===== config.mk =====
export PLATFORM = sky130hd
export DESIGN_NAME = seven_seg_scanner_flat
export DESIGN_NICKNAME = d
export VERILOG_FILES = /design/src/rtl/seven_seg_scanner_if.sv /design/src/rtl/seven_seg_scanner.sv /design/src/flat_wrapper.sv
export SDC_FILE = /design/constraint.sdc
export NUM_CORES = 1
export LEC_CHECK = 0
export ABC_AREA = 1
export ABC_CLOCK_PERIOD_IN_PS = 1800
export BUFFER_PORTS_ARGS = -buffer_cell sky130_fd_sc_hd__buf_4
export CAP_MARGIN = 20
export CORE_MARGIN = 2
export CORE_UTILIZATION = 40
export DETAILED_ROUTE_END_ITERATION = 12
export GPL_TIMING_DRIVEN = 0
export PLACE_DENSITY = 0.64
export SLEW_MARGIN = 20
export SYNTH_ARGS = -nofsm -noshare
export SYNTH_HDL_FRONTEND = slang
export SYNTH_SLANG_ARGS = --single-unit

===== constraint.sdc =====
create_clock -name i_clk -period 1.8 [get_ports i_clk]
set_clock_uncertainty 0.05 [all_clocks]
set_input_delay 0.27 -clock i_clk [delete_from_list [all_inputs] [get_ports i_clk]]
set_output_delay 0.27 -clock i_clk [all_outputs]
set_load 0.03 [all_outputs]

===== src/rtl/seven_seg_scanner_if.sv =====
// Signal bundle between score logic (master) and the seven-segment scanner (slave).
// Carries the digit data and load strobe in, and the board pin drive and scan status out.
interface seven_seg_scanner_if #(
  parameter int unsigned NUM_DIGITS = 4
) ();
  localparam int unsigned IdxW = $clog2(NUM_DIGITS);

  logic [4*NUM_DIGITS-1:0] value;
  logic [NUM_DIGITS-1:0]   dp_in;
  logic [NUM_DIGITS-1:0]   digit_en;
  logic [NUM_DIGITS-1:0]   blink_mask;
  logic                    lz_suppress;
  logic                    load;
  logic [6:0]              seg;
  logic                    dp;
  logic [NUM_DIGITS-1:0]   an;
  logic [IdxW-1:0]         scan_idx;
  logic                    frame_done;

  modport master (
    output value, dp_in, digit_en, blink_mask, lz_suppress, load,
    input  seg, dp, an, scan_idx, frame_done
  );

  modport slave (
    input  value, dp_in, digit_en, blink_mask, lz_suppress, load,
    output seg, dp, an, scan_idx, frame_done
  );
endinterface


===== src/rtl/seven_seg_scanner.sv =====
// Time-multiplexed seven-segment scanner with frame-aligned double buffering, per-digit
// blanking, leading-zero suppression, blink, decimal points and an anti-ghosting guard window.
module seven_seg_scanner #(
  parameter int unsigned NUM_DIGITS     = 4,
  parameter int unsigned SCAN_DIV       = 50000,
  parameter int unsigned GUARD          = 16,
  parameter int unsigned BLINK_FRAMES   = 64,
  parameter bit          SEG_ACTIVE_LOW = 1'b1,
  parameter bit          AN_ACTIVE_LOW  = 1'b1
) (
  input logic                i_clk,
  input logic                i_rst_n,
  seven_seg_scanner_if.slave io_bus
);
  localparam int unsigned IdxW   = $clog2(NUM_DIGITS);
  localparam int unsigned SlotW  = (SCAN_DIV > 1) ? $clog2(SCAN_DIV) : 1;
  localparam int unsigned FrameW = (BLINK_FRAMES > 1) ? $clog2(BLINK_FRAMES) : 1;

  localparam logic [6:0]            SegOff = SEG_ACTIVE_LOW ? 7'h7F : 7'h00;
  localparam logic                  DpOff  = SEG_ACTIVE_LOW;
  localparam logic [NUM_DIGITS-1:0] AnOff  = AN_ACTIVE_LOW ? '1 : '0;

  // Active-low segment pattern {g,f,e,d,c,b,a}.
  function automatic logic [6:0] hex_to_seg(input logic [3:0] nib);
    logic [6:0] s;
    case (nib)
      4'h0:    s = 7'b1000000;
      4'h1:    s = 7'b1111001;
      4'h2:    s = 7'b0100100;
      4'h3:    s = 7'b0110000;
      4'h4:    s = 7'b0011001;
      4'h5:    s = 7'b0010010;
      4'h6:    s = 7'b0000010;
      4'h7:    s = 7'b1111000;
      4'h8:    s = 7'b0000000;
      4'h9:    s = 7'b0010000;
      4'hA:    s = 7'b0001000;
      4'hB:    s = 7'b0000011;
      4'hC:    s = 7'b1000110;
      4'hD:    s = 7'b0100001;
      4'hE:    s = 7'b0000110;
      default: s = 7'b0001110;
    endcase
    return s;
  endfunction

  logic [SlotW-1:0]  r_slot_cnt;
  logic [IdxW-1:0]   r_scan_idx;
  logic [FrameW-1:0] r_frame_cnt;
  logic              r_blink_off;

  logic [4*NUM_DIGITS-1:0] r_pend_value, r_act_value;
  logic [NUM_DIGITS-1:0]   r_pend_dp, r_act_dp;
  logic [NUM_DIGITS-1:0]   r_pend_en, r_act_en;
  logic [NUM_DIGITS-1:0]   r_pend_blink, r_act_blink;
  logic                    r_pend_lz, r_act_lz;
  logic                    r_pend_valid;

  logic [6:0]            r_seg;
  logic                  r_dp;
  logic [NUM_DIGITS-1:0] r_an;

  logic                  w_slot_last, w_idx_last, w_frame_done, w_in_guard;
  logic [3:0]            w_nib [NUM_DIGITS];
  logic [NUM_DIGITS-1:0] w_lz_blank;
  logic [NUM_DIGITS-1:0] w_onehot;
  logic                  w_blink_hide, w_seg_lit, w_dp_lit;
  logic [6:0]            w_dec;
  logic [6:0]            w_seg_d;
  logic                  w_dp_d;
  logic [NUM_DIGITS-1:0] w_an_d;

  assign w_slot_last  = (r_slot_cnt == SlotW'(SCAN_DIV - 1));
  assign w_idx_last   = (r_scan_idx == IdxW'(NUM_DIGITS - 1));
  assign w_frame_done = w_slot_last && w_idx_last;
  assign w_in_guard   = (GUARD != 0) && (r_slot_cnt < SlotW'(GUARD));

  always_ff @(posedge i_clk or negedge i_rst_n) begin
    if (!i_rst_n) begin
      r_slot_cnt  <= '0;
      r_scan_idx  <= '0;
      r_frame_cnt <= '0;
      r_blink_off <= 1'b0;
    end else begin
      if (w_slot_last) begin
        r_slot_cnt <= '0;
        r_scan_idx <= w_idx_last ? '0 : r_scan_idx + IdxW'(1);
      end else begin
        r_slot_cnt <= r_slot_cnt + SlotW'(1);
      end
      if (w_frame_done) begin
        if (r_frame_cnt == FrameW'(BLINK_FRAMES - 1)) begin
          r_frame_cnt <= '0;
          r_blink_off <= ~r_blink_off;
        end else begin
          r_frame_cnt <= r_frame_cnt + FrameW'(1);
        end
      end
    end
  end

  // Active only changes on the last cycle of a frame, so a frame never shows mixed data;
  // a load on that same cycle lands in pending and waits for the next frame boundary.
  always_ff @(posedge i_clk or negedge i_rst_n) begin
    if (!i_rst_n) begin
      r_pend_value <= '0;
      r_pend_dp    <= '0;
      r_pend_en    <= '0;
      r_pend_blink <= '0;
      r_pend_lz    <= 1'b0;
      r_pend_valid <= 1'b0;
      r_act_value  <= '0;
      r_act_dp     <= '0;
      r_act_en     <= '0;
      r_act_blink  <= '0;
      r_act_lz     <= 1'b0;
    end else begin
      if (w_frame_done && r_pend_valid) begin
        r_act_value <= r_pend_value;
        r_act_dp    <= r_pend_dp;
        r_act_en    <= r_pend_en;
        r_act_blink <= r_pend_blink;
        r_act_lz    <= r_pend_lz;
      end
      if (io_bus.load) begin
        r_pend_value <= io_bus.value;
        r_pend_dp    <= io_bus.dp_in;
        r_pend_en    <= io_bus.digit_en;
        r_pend_blink <= io_bus.blink_mask;
        r_pend_lz    <= io_bus.lz_suppress;
        r_pend_valid <= 1'b1;
      end else if (w_frame_done) begin
        r_pend_valid <= 1'b0;
      end
    end
  end

  always_comb begin
    for (int i = 0; i < NUM_DIGITS; i++) begin
      w_nib[i] = r_act_value[4*i +: 4];
    end
  end

  // A digit is a leading zero when it and every digit above it hold nibble 0.
  always_comb begin
    logic upper_zero;
    upper_zero = 1'b1;
    w_lz_blank = '0;
    for (int i = NUM_DIGITS - 1; i >= 0; i--) begin
      upper_zero    = upper_zero & (w_nib[i] == 4'h0);
      w_lz_blank[i] = r_act_lz & upper_zero & (i != 0);
    end
  end

  assign w_onehot     = {{(NUM_DIGITS - 1){1'b0}}, 1'b1} << r_scan_idx;
  assign w_blink_hide = r_blink_off & r_act_blink[r_scan_idx];
  assign w_seg_lit    = r_act_en[r_scan_idx] & ~w_blink_hide & ~w_lz_blank[r_scan_idx];
  assign w_dp_lit     = r_act_dp[r_scan_idx] & r_act_en[r_scan_idx] & ~w_blink_hide;
  assign w_dec        = hex_to_seg(w_nib[r_scan_idx]);

  always_comb begin
    w_seg_d = SegOff;
    w_dp_d  = DpOff;
    w_an_d  = AnOff;
    if (!w_in_guard) begin
      w_an_d = AN_ACTIVE_LOW ? ~w_onehot : w_onehot;
      if (w_seg_lit) begin
        w_seg_d = SEG_ACTIVE_LOW ? w_dec : ~w_dec;
      end
      if (w_dp_lit) begin
        w_dp_d = ~DpOff;
      end
    end
  end

  always_ff @(posedge i_clk or negedge i_rst_n) begin
    if (!i_rst_n) begin
      r_seg <= SegOff;
      r_dp  <= DpOff;
      r_an  <= AnOff;
    end else begin
      r_seg <= w_seg_d;
      r_dp  <= w_dp_d;
      r_an  <= w_an_d;
    end
  end

  assign io_bus.seg        = r_seg;
  assign io_bus.dp         = r_dp;
  assign io_bus.an         = r_an;
  assign io_bus.scan_idx   = r_scan_idx;
  assign io_bus.frame_done = w_frame_done;
endmodule


===== src/flat_wrapper.sv =====
// flat-port wrapper written by rule: the top's interface ports become plain ports
module seven_seg_scanner_flat 
#(
  parameter int unsigned NUM_DIGITS     = 4,
  parameter int unsigned SCAN_DIV       = 50000,
  parameter int unsigned GUARD          = 16,
  parameter int unsigned BLINK_FRAMES   = 64,
  parameter bit          SEG_ACTIVE_LOW = 1'b1,
  parameter bit          AN_ACTIVE_LOW  = 1'b1
)
  (i_clk, i_rst_n, io_bus_value, io_bus_dp_in, io_bus_digit_en, io_bus_blink_mask, io_bus_lz_suppress, io_bus_load, io_bus_seg, io_bus_dp, io_bus_an, io_bus_scan_idx, io_bus_frame_done);
  seven_seg_scanner_if #(.NUM_DIGITS(NUM_DIGITS)) io_bus_i ();
  input logic i_clk;
  input logic i_rst_n;
  input wire logic [$bits(io_bus_i.value)-1:0] io_bus_value;
  input wire logic [$bits(io_bus_i.dp_in)-1:0] io_bus_dp_in;
  input wire logic [$bits(io_bus_i.digit_en)-1:0] io_bus_digit_en;
  input wire logic [$bits(io_bus_i.blink_mask)-1:0] io_bus_blink_mask;
  input wire logic [$bits(io_bus_i.lz_suppress)-1:0] io_bus_lz_suppress;
  input wire logic [$bits(io_bus_i.load)-1:0] io_bus_load;
  output wire logic [$bits(io_bus_i.seg)-1:0] io_bus_seg;
  output wire logic [$bits(io_bus_i.dp)-1:0] io_bus_dp;
  output wire logic [$bits(io_bus_i.an)-1:0] io_bus_an;
  output wire logic [$bits(io_bus_i.scan_idx)-1:0] io_bus_scan_idx;
  output wire logic [$bits(io_bus_i.frame_done)-1:0] io_bus_frame_done;
  assign io_bus_i.value = io_bus_value;
  assign io_bus_i.dp_in = io_bus_dp_in;
  assign io_bus_i.digit_en = io_bus_digit_en;
  assign io_bus_i.blink_mask = io_bus_blink_mask;
  assign io_bus_i.lz_suppress = io_bus_lz_suppress;
  assign io_bus_i.load = io_bus_load;
  assign io_bus_seg = io_bus_i.seg;
  assign io_bus_dp = io_bus_i.dp;
  assign io_bus_an = io_bus_i.an;
  assign io_bus_scan_idx = io_bus_i.scan_idx;
  assign io_bus_frame_done = io_bus_i.frame_done;
  seven_seg_scanner #(.NUM_DIGITS(NUM_DIGITS), .SCAN_DIV(SCAN_DIV), .GUARD(GUARD), .BLINK_FRAMES(BLINK_FRAMES), .SEG_ACTIVE_LOW(SEG_ACTIVE_LOW), .AN_ACTIVE_LOW(AN_ACTIVE_LOW)) u_core (.i_clk(i_clk), .i_rst_n(i_rst_n), .io_bus(io_bus_i));
endmodule

==> results of run 1 <==
[synth_stat cells, drive strengths merged]
master	number	area (um2)
o22ai	1	6.26
nand3b	1	7.51
o21bai	1	7.51
o211a	1	10.0
xnor2	3	26.3
a21oi	2	10.0
clkbuf	10	37.5
nand4	4	25.0
nand3	61	305
o211ai	1	7.51
dfstp	12	315
nor2	40	168
ha	12	150
o21ai	14	70.1
or2	1	6.26
nand2	255	965
clkinv	1	3.75
xor2	10	87.6
inv	35	131
or3	1	6.26
buf	11	70.1
dfrtp	84	2100
nor3	4	20.0
[sequential cells by signal (all words and copies together), names as in the netlist, 6 cells and up]
register / count
u_core.r_frame_cnt: 6
u_core.r_slot_cnt: 16
u_core.io_bus.seg: 7
u_core.r_pend_value: 16
u_core.r_act_value: 16
[per-layer routing]
layer	global-route usage [%]	vias up	part of all wire, %
met4	6.00	0	1.4
met5	0	-	0
met2	27.2	68	46
met3	2.80	12	3.7
li1	-	1915	-
met1	22.0	1721	48
[repair_timing]
item / 4_1_cts / 5_1_grt
cloned: 0 / 2
setup endpoints to repair: 31 / 47
buffers inserted: 12 / 6
endpoints found under the hold margin: 0 / 0
pin swaps: 3 / 5
hold buffers: 0 / 0
resized for setup: 14 / 28
[worst max-delay path: stages, from the launching register on]
cell     delay (ps)
dfrtp_1         400
ha_4            170
nand2_4          50
nor2_4          100
inv_2            40
nor2_2           80
nand2_2          90
nor2_4          110
buf_6           110
buf_6           120
[power groups by stage]
stage | Combinational [mW] | Sequential (mW) | Clock [mW]
finish | 0.168 | 2.25 | 1.85
global route | 0.200 | 2.26 | 1.97
CTS | 0.176 | 2.25 | 1.89
detailed placement | 0.175 | 2.29 | 0
global placement | 0.170 | 2.29 | 0
floorplan | 0.0657 | 2.28 | 0
[cell type report]
cell class / instances / share of cell area [%]
flip-flops and latches: 96 / 42.9
well taps: 140 / 3.11
repair buffers: 65 / 9.45
inverters: 36 / 2.48
clock buffers: 10 / 4.24
clock inverters: 6 / 0.887
multi-input cells: 412 / 34.5
plain buffers: 20 / 2.44
[per-stage QoR]
stage	TNS [ps]	setup WS, ps
3_3_place_gp	-1230	-187
6_report	-1260	-142
4_1_cts	-2080	-215
3_5_place_dp	-2050	-229
5_1_grt	-2980	-197
2_1_floorplan	0	50.3
[worst min-delay path by stage]
| stage | from | endpoint | slack, ps | depth (start not counted) |
|---|---|---|---|---|
| 2_1_floorplan | i_rst_n | u_core.io_bus.scan_idx[0]$_DFFE_PN0N_ | -80 | 0 |
| 3_3_place_gp | u_core.r_slot_cnt[0]$_DFF_PN0_ | u_core.r_slot_cnt[0]$_DFF_PN0_ | 400 | 1 |
| 3_5_place_dp | i_rst_n | u_core.r_slot_cnt[12]$_DFF_PN0_ | 380 | 1 |
| 4_1_cts | i_rst_n | u_core.r_slot_cnt[12]$_DFF_PN0_ | 8 | 1 |
| 5_1_grt | i_rst_n | u_core.r_slot_cnt[12]$_DFF_PN0_ | 60 | 1 |
| 6_report | i_rst_n | u_core.r_slot_cnt[12]$_DFF_PN0_ | -70 | 1 |
[cell families (layout without fill, tap and decap cells)]
| group | count (synthesis) | after routing | share of synthesized area [%] |
|---|---|---|---|
| buffers and inverters | 57 | 137 | 5.35 |
| adder cells (fa/ha/maj) | 12 | 12 | 3.31 |
| flip-flops | 96 | 96 | 53.3 |
| XOR/XNOR | 13 | 13 | 2.51 |
| AND/OR/NAND/NOR | 367 | 367 | 33.1 |
| AO/OA/AOI/OAI | 20 | 20 | 2.45 |
==> flow_summary.toml, run 1 <==
[hold_path]
hold_path_class = "input pin to async pin"

[logic_synthesis]
syn-num-nets = 609
yosys_warnings = 0
yosysSeqAreaShare_pct = 53.3
ys_types = 29
avgSynthCellArea_um2 = 8.03
synth_area_mm2 = 0.00454
synth_seq_cells = 96
syn_inst = 565

[worst_setup_path]
startpoint = "u_core.r_slot_cnt[1]$_DFF_PN0_"
arrival_ps = 1620
crit_type = "flop to output port"
r2r-end = "u_core.r_act_en[2]$_DFFE_PN0P_"
required_ps = 1480
cp-endpoint = "io_bus_frame_done"
end_kind = "output port"
path_max_fanout = 2
start_kind = "flop"
rr_startpoint = "u_core.r_slot_cnt[1]$_DFF_PN0_"
rr_worst_depth = 14
ff2ff_setup_slack_ps = -80

[power]
p_sw_mw = 0.987
swShare_pct = 23.2
power_frac_comb_pct = 3.9
clock_power_share_pct = 43.3
fin_total_pwr_mw = 4.26
power_per_cell_area_mw_per_mm2 = 756
internal_power_mw = 3.28
power_frac_seq_pct = 52.8
vdd_ir_drop_max_v = 0.000549
power_leakage_nw = 2.91

[drt]
wl_per_cell_um = 12.2
detail_route.first_pass.iterations = 4
totalWireLength_mm = 9.54
drc = 0
num_vias = 3716
vias_per_cell = 4.73
drt_iter0_drc = 184
antenna_left = 0

[timing]
tightest_slew_ps = 864
slew_headroom_pct = 42.4
max_freq_mhz = 515
finalCritPeriodShare_pct = 108
drv_slew = 0
period_needed_ps = 1940
whs_ps = -71.3
hold_viol = 23
grt_setup_unrepaired = "yes"
setup_viol = 20
fin_ws_ps = -142

[cts]
clock_path_buffers = 2
root_buffer = "clkbuf_16"
cts_made_buffers = 9
clock-sinks = 96
insertion_delay_ps = 340
path_clk_slew_ps = 70
htree_levels = 3
cts_tree = "done"

[grt]
grtUsageTotal_pct = 16.5
grt_pass1_wl_mm = 17.0
grt_max_degree = 97
overflow = 0
antenna_found_initial = 0
first_global_vias = 3721

[floorplanning]
die-area_mm2 = 0.0122
core_mm2 = 0.0109
initial_core_util_pct = 41.5
core.rowCount = 38
die_y_um = 111
die_x_um = 111
ios = 47

[placed_design]
routabilityCongestion = 0.900
placed_area_mm2 = 0.00506
place.detailed.hpwl_mm = 6.57
dp_cells = 751
numPortBuffers = 46

[layout]
multi_input_area_mm2 = 0.00195
final_cell_mix = "244 x nand2_1, 82 x dfrtp_1, 62 x buf_4"
design_area_mm2 = 0.00564
area_growth_pct = 24.3
finalNetCount = 684
fillCellCount = 1083
fin_util_pct = 51.6
seq_area_mm2 = 0.00242
layout-drive-gt1-share_pct = 20.8
mostFrequentLayoutCell = "nand2_1"
antennaDiodeCount = 0
fin_cells = 785

[run]
cap_viol_max_count = 0

[status]
status = "finished, violations left"
violations = "negative hold slack, negative setup slack"
No activity file was read; power rests on OpenSTA's default activity.
==> run 2: changes to the inputs <==
--- a/config.mk
+++ b/config.mk
@@ -10,10 +10,10 @@
 export BUFFER_PORTS_ARGS = -buffer_cell sky130_fd_sc_hd__buf_4
 export CAP_MARGIN = 20
 export CORE_MARGIN = 2
-export CORE_UTILIZATION = 40
+export CORE_UTILIZATION = 50
 export DETAILED_ROUTE_END_ITERATION = 12
 export GPL_TIMING_DRIVEN = 0
-export PLACE_DENSITY = 0.64
+export PLACE_DENSITY = 0.76
 export SLEW_MARGIN = 20
 export SYNTH_ARGS = -nofsm -noshare
 export SYNTH_HDL_FRONTEND = slang
==> run 2 against run 1 <==
Global-route usage grew 4.0 points; highest routed layer unchanged; first-iteration DRC count grew 15%; worst setup slack lost 49 ps; critical path type unchanged; worst hold slack gained 120 ps; the flow finishes with violations (negative setup slack); combinational power is essentially flat.
==> flow_summary.toml, run 2 (synthesized netlist as in run 1, its figures left out) <==
[timing]
period_needed_ps = 1990
slew_headroom_pct = 45.0
drv_slew = 0
grt_setup_unrepaired = "yes"
setup_viol = 19
max_freq_mhz = 502
tightest_slew_ps = 824
fin_ws_ps = -191
finalCritPeriodShare_pct = 111
hold_viol = 0

[grt]
grt_busiest_layer = "met2"
grt_util_met1_pct = 27.0
met3_usage_pct = 3.72
grt_use_met2_pct = 34.4
grt_max_degree = 97
grtUsageTotal_pct = 20.5
antenna_found_initial = 0
overflow = 0
grt_pass1_wl_mm = 16.5
first_global_vias = 3707

[floorplanning]
ios = 47
die_y_um = 99.3
die-area_mm2 = 0.00985
die_x_um = 99.3
core.rowCount = 34
core_mm2 = 0.00876
initial_core_util_pct = 51.8

[layout]
mostFrequentLayoutCell = "nand2_1"
area_growth_pct = 23.0
reg.largest.list = "u_core.r_act_value: 16 flops, u_core.r_pend_value: 16 flops, u_core.r_slot_cnt: 16 flops"
layout-drive-gt1-share_pct = 21.1
final_cell_mix = "245 x nand2_1, 82 x dfrtp_1, 62 x buf_4"
fin_util_pct = 63.7
finalNetCount = 689
antennaDiodeCount = 0

[power]
power_frac_seq_pct = 54.2
clock_power_share_pct = 41.7
power_frac_comb_pct = 4.1
vdd_ir_drop_max_v = 0.000452
swShare_pct = 21.5
fin_total_pwr_mw = 4.15
internal_power_mw = 3.25
power_per_cell_area_mw_per_mm2 = 743
p_sw_mw = 0.890
power_leakage_nw = 2.91

[worst_setup_path]
required_ps = 1480
path_max_fanout = 2
start_kind = "flop"
r2r-end = "u_core.r_act_value[15]$_DFFE_PN0P_"
crit_type = "flop to output port"
end_kind = "output port"
cp_slowest_stage_delay_ps = 370
path_cells = "ha_2 -> nand2_4 -> nor2_4 -> inv_2 -> nor2_2 -> nand2_2 -> nor2_4 -> buf_6 -> buf_6"
rr_startpoint = "u_core.r_slot_cnt[0]$_DFF_PN0_"
arrival_ps = 1670
cp_slowest_cell = "dfrtp_1"
ff2ff_setup_slack_ps = -120
rr_worst_depth = 14

[hold_path]
hp-start = "io_bus_value[4]"
hold_depth = 3
holdPathEnd = "u_core.r_pend_value[4]$_DFFE_PN0P_"
hold_path_class = "input pin to flop"

[placed_design]
routabilityCongestion = 0.839
numPortBuffers = 46
place.detailed.hpwl_mm = 6.49

[cts]
insertion_delay_ps = 360
clock-sinks = 96
htree_levels = 3
root_buffer = "clkbuf_8"
cts_tree = "done"
path_clk_slew_ps = 100
cts_made_buffers = 9
clock_path_buffers = 2

[drt]
drc = 0
vias_per_cell = 5.02
detail_route.first_pass.iterations = 4
totalWireLength_mm = 9.70
wl_per_cell_um = 12.8
antenna_left = 0
drt_iter0_drc = 212
num_vias = 3805

[status]
status = "finished, violations left"
violations = "negative setup slack"

[run]
cap_viol_max_count = 0
[run 2: metal layers]
layer	vias up	routed length, um
met2	85	4810
met1	1777	4330
li1	1926	-
met3	17	372
met5	-	0
met4	0	188
[run 2: critical path, delay by kind of cell, from the launching register on]
family	cells	cell delay (ps)
fa+ha+maj	1	210
buf+inv	3	280
flops	1	370
simple gates	5	440
[run 2: how the worst max path moves through the flow]
| stage | startpoint | endpoint | slack (ps) | depth (start not counted) |
|---|---|---|---|---|
| CTS | u_core.r_slot_cnt[0]$_DFF_PN0_ | io_bus_frame_done | -220 | 9 |
| global placement | u_core.r_slot_cnt[0]$_DFF_PN0_ | io_bus_frame_done | -170 | 9 |
| global route | u_core.r_slot_cnt[0]$_DFF_PN0_ | io_bus_frame_done | -310 | 9 |
| detailed placement | u_core.r_slot_cnt[0]$_DFF_PN0_ | io_bus_frame_done | -190 | 9 |
| floorplan | u_core.io_bus.scan_idx[1]$_DFFE_PN0N_ | u_core.io_bus.seg[3]$_DFF_PN1_ | 50 | 10 |
| finish | u_core.r_slot_cnt[0]$_DFF_PN0_ | io_bus_frame_done | -190 | 9 |
[run 2: stage by stage]
stage	std cells	hold slack (ps)	worst slack [ps]	setup TNS, ps	instance area (um2)
floorplan	565	-75.6	50.3	0	4540
global placement	719	397	-167	-972	5020
detailed placement	719	362	-188	-1600	5020
CTS	744	39.8	-221	-770	5370
global route	758	44.1	-308	-5950	5580
finish	758	45.8	-191	-1610	5580
[run 2: final cells by class]
type,instances,area [um2]
multi-input combinational,412,1930
buffer,21,165
timing repair buffer,69,547
clock buffer,10,138
inverter,36,140
clock inverter,6,113
fill,733,3180
tap,108,135
sequential,96,2420
[run 2: power by group through the flow]
stage	logic (mW)	registers, mW	clock network (mW)
after floorplan	0.0657	2.28	0
after global placement	0.168	2.29	0
after detailed placement	0.175	2.29	0
after CTS	0.177	2.25	1.76
after global routing	0.201	2.26	1.85
final	0.170	2.25	1.73
[run 2: timing repair]
action,4_1_cts,5_1_grt
gates cloned,0,3
hold endpoints to repair,84,0
buffers inserted,8,11
gates resized for setup,11,48
hold buffers,1,0
pin swaps,4,18
endpoints found under the setup margin,30,46
==> run 3: changes to the inputs <==
--- a/config.mk
+++ b/config.mk
@@ -5,7 +5,7 @@
 export SDC_FILE = /design/constraint.sdc
 export NUM_CORES = 1
 export LEC_CHECK = 0
-export ABC_AREA = 1
+export ABC_AREA = 0
 export ABC_CLOCK_PERIOD_IN_PS = 1800
 export BUFFER_PORTS_ARGS = -buffer_cell sky130_fd_sc_hd__buf_4
 export CAP_MARGIN = 20
@@ -13,7 +13,9 @@
 export CORE_UTILIZATION = 50
 export DETAILED_ROUTE_END_ITERATION = 12
 export GPL_TIMING_DRIVEN = 0
+export HOLD_SLACK_MARGIN = 0.15
 export PLACE_DENSITY = 0.76
+export SKIP_LAST_GASP = 1
 export SLEW_MARGIN = 20
 export SYNTH_ARGS = -nofsm -noshare
 export SYNTH_HDL_FRONTEND = slang
==> run 3 against run 2 <==
Highest routed layer unchanged; die area down 5.5%; largest cell class unchanged; final area up 3.5%; global-route usage shrank 0.57 points; register-to-register slack worse by 170 ps; the flow still finishes with violations (negative setup slack); critical endpoint is now u_core.io_bus.seg[3]$_DFF_PN1_; final cell count is 28% lower.
==> flow_summary.toml, run 3 <==
[power]
power_leakage_nw = 2.56
fin_total_pwr_mw = 3.74
power_per_cell_area_mw_per_mm2 = 647
vdd_ir_drop_max_v = 0.000594

[logic_synthesis]
yosysTopAreaCellShare_pct = 49.1
synth_seq_cells = 96
syn_inst = 315
synth_edf_count = 0
ys_types = 40
synth_area_mm2 = 0.00428
synth_area_leaders = "dfrtp_1 49%, mux2_2 13%, dfstp_2 7.4%"
avgSynthCellArea_um2 = 13.6
synthFlopType = "dfrtp_1"
yosys_warnings = 0
yosysSeqAreaShare_pct = 56.5
yosys.area.top_type = "dfrtp_1"
syn-num-nets = 359
synth_most_common_cell = "dfrtp_1"
synth_common_cells = "84 x dfrtp_1, 48 x mux2_2, 24 x nand2_1"
async_reset_ff_share_pct = 100

[worst_setup_path]
cp_slowest_stage_delay_ps = 560
rr_worst_depth = 7
r2r-end = "u_core.io_bus.seg[3]$_DFF_PN1_"
rr_startpoint = "u_core.io_bus.scan_idx[0]$_DFFE_PN0N_"
critPathBufInv = 3
arrival_ps = 2330
end_kind = "flop"
cp_slowest_cell = "mux4_2"
ff2ff_setup_slack_ps = -290
start_kind = "flop"
required_ps = 2030
crit_type = "flop to flop"
path_max_fanout = 5
critPathTopFamily = "multiplexers"
path_cells = "buf_12 -> mux4_2 -> inv_2 -> ha_4 -> inv_2 -> mux4_2 -> nand2b_4"

[timing]
period_needed_ps = 2090
hold_viol = 0
max_freq_mhz = 478
finalCritPeriodShare_pct = 116
tightest_slew_ps = 838
grt_setup_unrepaired = "yes"
setup_viol = 37
slew_headroom_pct = 44.1
drv_slew = 0
whs_ps = 412
fin_ws_ps = -294

[drt]
drt_iter0_drc = 152
vias_per_cell = 5.32
num_vias = 2887
wl_per_cell_um = 15.9
totalWireLength_mm = 8.64
drc = 0
antenna_left = 0
detail_route.first_pass.iterations = 4

[placed_design]
numPortBuffers = 45
place.detailed.hpwl_mm = 5.26
routabilityCongestion = 0.804

[floorplanning]
core.rowCount = 33
ios = 47
core_mm2 = 0.00826
initial_core_util_pct = 51.8
die_x_um = 96.5
die-area_mm2 = 0.00932
die_y_um = 96.5

[layout]
mostFrequentLayoutCell = "dfrtp_1"
fin_util_pct = 70.0
reg.largest.list = "u_core.r_act_value: 16 flops, u_core.r_pend_value: 16 flops, u_core.r_slot_cnt: 16 flops"
area_growth_pct = 35.0
layout-drive-gt1-share_pct = 46.8
antennaDiodeCount = 0
final_cell_mix = "82 x dfrtp_1, 67 x buf_4, 30 x dlygate4sd3_1"
finalNetCount = 477

[grt]
grt_max_degree = 97
grtUsageTotal_pct = 20.0
first_global_vias = 2954
overflow = 0
antenna_found_initial = 0
grt_pass1_wl_mm = 14.0

[hold_path]
holdPathEnd = "u_core.r_pend_valid$_DFFE_PN0P_"
hold_depth = 2
hp-start = "io_bus_load"
hold_path_class = "input pin to flop"

[cts]
root_buffer = "clkbuf_8"
clock_path_buffers = 2
cts_made_buffers = 9
insertion_delay_ps = 360
path_clk_slew_ps = 100
clock-sinks = 96
htree_levels = 3
cts_tree = "done"

[status]
violations = "negative setup slack"
status = "finished, violations left"

[run]
cap_viol_max_count = 0
run 3: cell types whose count changed in the layout (fill, tap and decap cells not counted), sizes merged, moves of 4 or more:
cell / before / now
o21ai: 14 / 6
clkbuf: 20 / 15
nor4: 0 / 5
inv: 38 / 9
xnor2: 3 / 8
buf: 79 / 83
mux2: 0 / 58
nor2: 40 / 17
mux2i: 0 / 4
mux4: 0 / 8
nand2: 255 / 24
dlygate4sd3: 1 / 30
nand3: 61 / 14
clkinv: 1 / 5
run 3: what timing repair did:
action / in CTS / in global routing
buffers inserted: 24 / 7
setup endpoints to repair: 47 / 45
resized for setup: 23 / 13
hold buffers: 30 / 0
pin swaps: 6 / 2
cloned: 2 / 0
hold endpoints to repair: 113 / 0
run 3: cell type report:
| cell class | instances | area [um2] |
|---|---|---|
| plain buffers | 10 | 106 |
| clock buffers | 10 | 128 |
| clock inverters | 6 | 43.8 |
| fillers | 566 | 2480 |
| inverters | 9 | 38.8 |
| multi-input cells | 199 | 1940 |
| flip-flops and latches | 96 | 2420 |
| well taps | 105 | 131 |
| repair buffers | 108 | 977 |
run 3: stage by stage:
stage	worst slack (ps)	TNS, ps	cell area (um2)	std cells
floorplan	-376	-4870	4410	315
global placement	-391	-8220	4880	465
detailed placement	-421	-9300	4880	465
CTS	-276	-5210	5670	536
global route	-361	-9190	5780	543
finish	-294	-7210	5780	543
run 3: where the power goes:
| part | total (mW) | switching, mW | internal [mW] |
|---|---|---|---|
| Clock | 1.25 | 0.746 | 0.508 |
| Sequential | 2.26 | 0.0362 | 2.22 |
| Combinational | 0.230 | 0.0858 | 0.144 |
| Total | 3.74 | 0.868 | 2.87 |
run 3: cells by family after synthesis:
kind of cell             after synthesis  share of synthesized area (%)
AO/OA/AOI/OAI                         18                           2.72
XOR/XNOR                              17                           3.48
adder cells (fa/ha/maj)               12                           3.51
buffers and inverters                 20                           2.72
flip-flops                            96                           56.5
multiplexers                          70                           21.3
AND/OR/NAND/NOR                       82                           9.82
run 3: worst max path at each step:
stage          cells after the start  slack, ps                             startpoint                        endpoint
3_5_place_dp                       7       -420  u_core.io_bus.scan_idx[0]$_DFFE_PN0N_  u_core.io_bus.seg[3]$_DFF_PN1_
6_report                           7       -290  u_core.io_bus.scan_idx[0]$_DFFE_PN0N_  u_core.io_bus.seg[3]$_DFF_PN1_
5_1_grt                            7       -360  u_core.io_bus.scan_idx[0]$_DFFE_PN0N_  u_core.io_bus.seg[3]$_DFF_PN1_
2_1_floorplan                      7       -380  u_core.io_bus.scan_idx[0]$_DFFE_PN0N_  u_core.io_bus.seg[3]$_DFF_PN1_
4_1_cts                            7       -280  u_core.io_bus.scan_idx[0]$_DFFE_PN0N_  u_core.io_bus.seg[3]$_DFF_PN1_
3_3_place_gp                       7       -390  u_core.io_bus.scan_idx[0]$_DFFE_PN0N_  u_core.io_bus.seg[3]$_DFF_PN1_
run 3: layer usage:
metal  wire [um]  up-vias  GRT usage [%]
met3         303        7           4.19
met4          97        0           5.28
met5           0        -              0
met2        4410       57           33.2
li1            -     1349              -
met1        3830     1474           26.9
